--- src/rtl/fb_scanout_reader.sv ---
// Raster-order framebuffer scan-out: fetches one 32-bit pixel word per read and
// streams {sof, eol, RGB 10:10:10} to the display stage through a prefetch FIFO.
module fb_scanout_reader #(
  parameter int          H_RES      = 800,
  parameter int          V_RES      = 600,
  parameter logic [29:0] FB_BASE    = 30'h32000000,
  parameter int          FIFO_DEPTH = 16
) (
  input  logic        pll_clock,
  input  logic        sys_reset_n,
  input  logic        scan_enable,
  output logic [29:0] scan_mem_address,
  output logic [3:0]  scan_mem_byte_enable,
  output logic        scan_mem_read,
  output logic        scan_mem_write,
  output logic [31:0] scan_mem_write_data,
  input  logic        scan_mem_acknowledge,
  input  logic [31:0] scan_mem_read_data,
  output logic        pix_valid,
  output logic [29:0] pix_data,
  output logic        pix_sof,
  output logic        pix_eol,
  input  logic        pix_ready,
  output logic        frame_done,
  output logic        scan_busy
);

  localparam int XW = (H_RES > 1) ? $clog2(H_RES) : 1;
  localparam int YW = (V_RES > 1) ? $clog2(V_RES) : 1;
  localparam int AW = (FIFO_DEPTH > 1) ? $clog2(FIFO_DEPTH) : 1;
  localparam int CW = AW + 1;

  typedef enum logic [1:0] {IDLE, REQ, GAP} state_t;

  state_t          state_reg, state_next;
  logic [XW-1:0]   x_reg, x_next;
  logic [YW-1:0]   y_reg, y_next;
  logic [AW-1:0]   wr_ptr_reg, rd_ptr_reg;
  logic [CW-1:0]   count_reg;
  logic            frame_done_reg;
  logic [32:0]     mem [FIFO_DEPTH];

  logic            last_x, last_y, space, push, pop;
  logic [29:0]     pix_index, fetch_address;
  logic [32:0]     entry, head;
  logic            unused_rd_bits;

  assign unused_rd_bits = ^scan_mem_read_data[31:30];

  assign last_x = (x_reg == XW'(H_RES - 1));
  assign last_y = (y_reg == YW'(V_RES - 1));
  assign space  = (count_reg < CW'(FIFO_DEPTH));
  assign push   = (state_reg == REQ) && scan_mem_acknowledge;
  assign pop    = pix_valid && pix_ready;

  assign pix_index     = 30'(y_reg) * 30'(H_RES) + 30'(x_reg);
  assign fetch_address = FB_BASE + (pix_index << 2);

  // Read strobe and qualifiers decode straight from the state register so an
  // asynchronous reset drops them immediately, abandoning any in-flight read.
  assign scan_mem_read        = (state_reg == REQ);
  assign scan_mem_address     = scan_mem_read ? fetch_address : 30'h0;
  assign scan_mem_byte_enable = scan_mem_read ? 4'hF : 4'h0;
  assign scan_mem_write       = 1'b0;
  assign scan_mem_write_data  = 32'h0;
  assign scan_busy            = (state_reg != IDLE);

  always_comb begin
    state_next = state_reg;
    x_next     = x_reg;
    y_next     = y_reg;
    case (state_reg)
      IDLE: if (scan_enable && space) state_next = REQ;
      REQ: begin
        if (scan_mem_acknowledge) begin
          state_next = GAP;
          if (last_x) begin
            x_next = '0;
            if (last_y) begin
              y_next     = '0;
              state_next = IDLE;
            end else begin
              y_next = y_reg + YW'(1);
            end
          end else begin
            x_next = x_reg + XW'(1);
          end
        end
      end
      GAP:     if (space) state_next = REQ;
      default: state_next = IDLE;
    endcase
  end

  always_ff @(posedge pll_clock or negedge sys_reset_n) begin
    if (!sys_reset_n) begin
      state_reg <= IDLE;
      x_reg     <= '0;
      y_reg     <= '0;
    end else begin
      state_reg <= state_next;
      x_reg     <= x_next;
      y_reg     <= y_next;
    end
  end

  // Entry layout: {last pixel of frame, sof, eol, rgb}
  assign entry = {last_x && last_y, (x_reg == '0) && (y_reg == '0), last_x,
                  scan_mem_read_data[29:0]};

  always_ff @(posedge pll_clock) begin
    if (push) mem[wr_ptr_reg] <= entry;
  end

  always_ff @(posedge pll_clock or negedge sys_reset_n) begin
    if (!sys_reset_n) begin
      wr_ptr_reg     <= '0;
      rd_ptr_reg     <= '0;
      count_reg      <= '0;
      frame_done_reg <= 1'b0;
    end else begin
      if (push) wr_ptr_reg <= wr_ptr_reg + AW'(1);
      if (pop)  rd_ptr_reg <= rd_ptr_reg + AW'(1);
      case ({push, pop})
        2'b10:   count_reg <= count_reg + CW'(1);
        2'b01:   count_reg <= count_reg - CW'(1);
        default: count_reg <= count_reg;
      endcase
      frame_done_reg <= pop && head[32];
    end
  end

  assign head       = mem[rd_ptr_reg];
  assign pix_valid  = (count_reg != '0);
  assign pix_data   = pix_valid ? head[29:0] : 30'h0;
  assign pix_eol    = pix_valid && head[30];
  assign pix_sof    = pix_valid && head[31];
  assign frame_done = frame_done_reg;

endmodule
--- config.mk ---
export PLATFORM = sky130hd
export DESIGN_NAME = fb_scanout_reader
export DESIGN_NICKNAME = d
export VERILOG_FILES = /design/src/rtl/fb_scanout_reader.sv
export SDC_FILE = /design/constraint.sdc
export NUM_CORES = 1
export LEC_CHECK = 0
export CAP_MARGIN = 20
export CELL_PAD_IN_SITES_DETAIL_PLACEMENT = 1
export CELL_PAD_IN_SITES_GLOBAL_PLACEMENT = 2
export CORE_UTILIZATION = 23
export CTS_CLUSTER_DIAMETER = 200
export DETAILED_ROUTE_END_ITERATION = 12
export GPL_ROUTABILITY_DRIVEN = 0
export HOLD_SLACK_MARGIN = 0.15
export MAX_ROUTING_LAYER = met4
export PLACE_DENSITY = 0.53
export SYNTH_ARGS = -nofsm -noshare
export SYNTH_HDL_FRONTEND = slang
export SYNTH_SLANG_ARGS = --single-unit
--- constraint.sdc ---
create_clock -name pll_clock -period 5.6 [get_ports pll_clock]
set_input_delay 1.68 -clock pll_clock [delete_from_list [all_inputs] [get_ports pll_clock]]
set_output_delay 1.68 -clock pll_clock [all_outputs]
set_load 0.03 [all_outputs]
**Word level (Yosys, flattened, before mapping)**

Memories as Yosys holds them, arrays and structs flattened.
Index checks and enable logic that the tools add are counted.

- Word-level logic and storage cells: 58
- Input port bits: 37
- Bits in writable memories: 528
- Register bits: 36
- Memories: 1
- Output and inout port bits: 103

Memory list:

| memory | words | bits a word | read ports | clocked after memory_dff | wr ports | RTL line | source |
|---|---|---|---|---|---|---|---|
| mem | 16 | 33 | 1 | 0 | 1 | 41 | `logic [32:0] mem [FIFO_DEPTH];` |

- Mux-type cells: 14
- Equality and inequality tests: 9
- $add $sub $neg: 8
- Reductions and logical operators: 17
- Order comparisons: 1
- $mul: 1

Operator list:

| kind | count |
|---|---|
| $mux 30 | 2 |
| $add 29x24->30 const A | 1 |
| $add 20x10->21 | 1 |
| $add 10x1->10 const B | 2 |
| $eq 10x10->1 const B | 2 |
| $logic_not 10->1 | 2 |
| $mux 10 | 2 |
| $mul 10x5->15 const B | 1 |
| $mux 2 | 5 |
| $pmux 5 s2 | 1 |
| $add 4x1->4 const B | 2 |
| $logic_and 1x1->1 | 8 |
| $pmux 2 s3 | 1 |
| $reduce_and 3->1 | 2 |
| $add 5x1->5 const B | 1 |
| $lt 5x5->1 const B | 1 |
| $reduce_bool 5->1 | 1 |
| $sub 5x1->5 const B | 1 |
| $eq 2x1->1 const B | 2 |
| $eq 2x2->1 const B | 2 |
| $mux 4 | 1 |
| $ne 2x2->1 const B | 2 |
| $reduce_bool 2->1 | 2 |
| $logic_not 2->1 | 1 |
| 3 further kinds | 4 |

**Depth between registers and ports, before layout**

- Depth in word-level cells: 5
- Depth in mapped cells: 15
- Mapped depth without buffers: 14

**Least setup slack after synthesis**

Ideal clock, no wire load.

- Path kind: register to output
- Start: reg y_reg[2]
- End: out scan_mem_address[22]
- Data required time: 3920 ps
- Stages on the path, launching flop included: 12
- Buffers on the path: 0
- Data arrival time: 3915 ps
- Setup slack: 5 ps
- Path through: dfrtp_1 -> inv_1 -> ha_1 -> ha_1 -> fa_1 -> ha_1 -> o21a_1 -> a2111oi_0 -> o21bai_1 -> xor2_1 -> nand4b_1 -> nor4_1

- Word-level cells in the longest chain between the ends: 4

RTL lines:

| what | RTL line | source |
|---|---|---|
| start, declared | 37 | `logic [YW-1:0] y_reg, y_next;` |
| start signal, assigned | 103 | `y_reg <= y_next;` |
| $mul 10x5->15 | 56 | `assign pix_index = 30'(y_reg) * 30'(H_RES) + 30'(x_reg);` |
| $add 20x10->21 | 56 |  |
| $add 29x24->30 | 57 | `assign fetch_address = FB_BASE + (pix_index << 2);` |
| $mux 30 | 62 | `assign scan_mem_address = scan_mem_read ? fetch_address : 30'h0;` |
| end, declared | 12 | `output logic [29:0] scan_mem_address,` |

No other way between the ends.

**Worst setup path after layout**

- Start: reg y_reg[3]
- End: out scan_mem_address[20]

Same word-level chain as after synthesis.

==> metrics.md <==
| Metric | Value |
|---|---|
| Via/cell ratio | 4.140 |
| Critical Path Sink Type | output port |
| CTS buffer count | 60 |
| Core area | 101,900 µm² |
| Setup crit start kind | flip-flop |
| GRT overflow | 0 |
| Unrepaired setup endpoints after global routing | yes |
| Initial Utilization | 23.23% |
| I/O Pins | 140 |
| Fin. max-slew vios | 0 |
| Top cells by area, synth | edfxtp_1 67%, mux4_2 16%, dfrtp_1 3.8%, ha_1 3.1%, buf_4 1.5% |
| Seq/Total Area, Yosys | 70.80% |
| Dpl cell area | 26,700 µm² |
| Pin count of the biggest net entering global routing | 49 |
| Mapped Cells | 1,190 |
| Clk_lat worst skew | 650 ps |
| Total die area | 104,200 µm² |
| Worst EP required | 3920 ps |
| Max clock buf depth | 3 |
| Top post-synthesis cells by count | 528 x edfxtp_1, 165 x mux4_2, 59 x ha_1 |
| Yosys cell types | 57 |
| PD cells | 465.1 nW/µm² |
| DRT iter0 DRCs | 622 |
| Leakage | 9.547 nW |
| Share of the synthesized area in the top cell type | 66.99% |
| Post-synth top flop | edfxtp_1 |
| Via Count | 11,570 |
| Total negative slack | -1028 ps |
| Setup violators final | 5 |
| Crit-path max FO | 4 |
| First-pass GRT wire length | 86,750 µm |
| Area grow syn2layout | 23.50% |
| Net count, final | 1,476 |
| Max FFs per register | 528 |
| Detail Placement HPWL | 34,620 µm |
| Initial DRT Pass Iterations | 4 |
| Routed Wire Length | 59,220 µm |
| Mapped Area | 23,670 µm² |
| Die Wd | 322.8 µm |
| Antenna violations before repair | 5 |
| Die Ht | 322.8 µm |
| Outcome | complete, but fails checks |
| GRT Total Usage | 11.75% |
| Critical Path AT | 4200 ps |
| Total clock sinks | 564 |
| Final hold violation count | 0 |
| Clock transition at path regs | 70 ps |
| Pin slew with the least headroom to its limit | 947.1 ps |
| Ys async rst share | 6.383% |
| Failing checks | setup timing |
| Worst VDD drop | 0.2659 mV |
| Max Cap Violations | 0 |
| Fin Clk Skew | 39.58 ps |
| Synth Warn # | 0 |
| Most frequent cell after synthesis | edfxtp_1 |
| Fin crit period | 5876 ps |
| # rows | 117 |
| H-Tree Depth | 2 |
| Number of global-route vias before repair | 12,896 |
| HP Class | flip-flop to flip-flop |
| Port bufs | 98 |
| Design Power | 0.01360 W |
| Mean Syn Cell Area | 19.89 µm² |
| Final Cycle Share | 104.9% |
| ANT nets after route | 0 |
| DR WL/cell | 21.19 µm |
| Share of layout cells above drive strength 1 | 29.87% |
| DRC viols | 0 |
| Clock root cell | clkbuf_16 |
| Fmax achieved | 170.2 MHz |
| Final Worst Setup Slack | -276.0 ps |
| Hold_buf cts | 0 |
| Yosys reg bits | 564 |
| Worst slew margin | 36.37% |
| Post-synth EDFFs | 528 |
| Final Cell Area | 29,230 µm² |
| Crit path kind | flip-flop to output port |
| Yosys top cell by area | edfxtp_1 |
| CTS tree | yes |
==> power breakdown <==
group          leakage [nW]  internal, W  total (W)  switching (W)
Sequential             5.22      0.00482    0.00512       0.000302
Clock                 0.970      0.00240    0.00407        0.00167
Combinational          3.35      0.00214    0.00441        0.00227
==> through the flow <==
| stage | instances | hold WS, ps | setup slack, ps | util, % |
|---|---|---|---|---|
| CTS | 2790 | 512.8 | -404.2 | 28.55 |
| detailed placement | 2664 | 506.7 | 76.58 | 26.20 |
| global placement | 2664 | 489.2 | -9.838 | 26.20 |
| global route | 2795 | 542.6 | -460.7 | 28.69 |
| floorplan | 1228 | 460.8 | 4.752 | - |
| finish | 2795 | 502.9 | -276.0 | 28.69 |
==> final timing paths <==
kind,from,endpoint,slack [ps],cells after the start
max,y_reg[3],scan_mem_address[20],-280,14
min,state_reg[0],state_reg[1],500,1
max reg2reg,count_reg[1],count_reg[4],2300,12
min reg2reg,state_reg[0],state_reg[1],500,1
max in group asynchronous,sys_reset_n,rd_ptr_reg[0],3680,1
min in group asynchronous,sys_reset_n,x_reg[1],1210,1
==> final cells by class <==
cell class,count,area (µm²)
Antenna cell,4,10.01
Clock buffer,77,1565
Clock inverter,35,462.9
Fill cell,10548,72660
Inverter,35,131.4
Multi-Input combinational cell,533,6833
Sequential cell,564,16770
Tap cell,1368,1712
Timing Repair Buffer,179,1743
==> layout by cell type (no fill, tap or decap), drive strengths merged, types with 3 or more instances in the layout <==
master and instances:
edfxtp 528, mux4 165, buf 89, clkdlybuf4s50 87
clkbuf 78, ha 59, nor2 42, conb 39
dfrtp 36, inv 36, nor2b 34, xnor2 27
nand2 25, clkinv 22, xor2 18, nand3 13
a21oi 12, and2 11, o21ai 11, a21o 11
nand4 9, bufinv 9, nor3 9, fa 7
and3 5, diode 4, nand2b 4, or3 3
clkinvlp 3
==> logic make-up (layout without fill, tap and decap cells) <==
| kind of cell | after synthesis | after routing | share of synthesized area [%] |
|---|---|---|---|
| fa+ha+maj | 66 | 66 | 3.711 |
| flops | 564 | 564 | 70.80 |
| mux | 168 | 168 | 15.83 |
| compound gates | 51 | 51 | 1.448 |
| buf+inv | 131 | 326 | 2.929 |
| xor+xnor | 45 | 45 | 1.665 |
| simple gates | 164 | 164 | 3.600 |
| other cells | 1 | 43 | 0.01584 |
==> critical path, stage by stage (launching register included) <==
cell and delay, ps:
dfrtp_2 430, inv_2 70, ha_4 270, ha_4 190, fa_1 550, ha_4 210, o21a_1 220, a2111oi_2 370
o21bai_1 130, xor2_1 190, buf_4 150, nand4b_1 130, or4_4 450, nand2_2 100, buf_12 120
==> routing by layer <==
metal | routed length (µm) | share of wire (%) | vias up | track usage [%]
met5 | 0 | 0 | - | -
met4 | 972 | 1.6 | 0 | 2.486
met3 | 2695 | 4.6 | 66 | 2.034
met2 | 30000 | 51 | 212 | 20.00
met1 | 25550 | 43 | 6233 | 14.57
li1 | - | - | 5059 | -
==> timing repair <==
| item | CTS | global route |
|---|---|---|
| pin swaps | 29 | 25 |
| resized for setup | 50 | 26 |
| gates cloned | 0 | 0 |
| buffers inserted | 14 | 4 |
| setup endpoints to repair | 9 | 10 |
No activity file was read; power rests on OpenSTA's default activity.
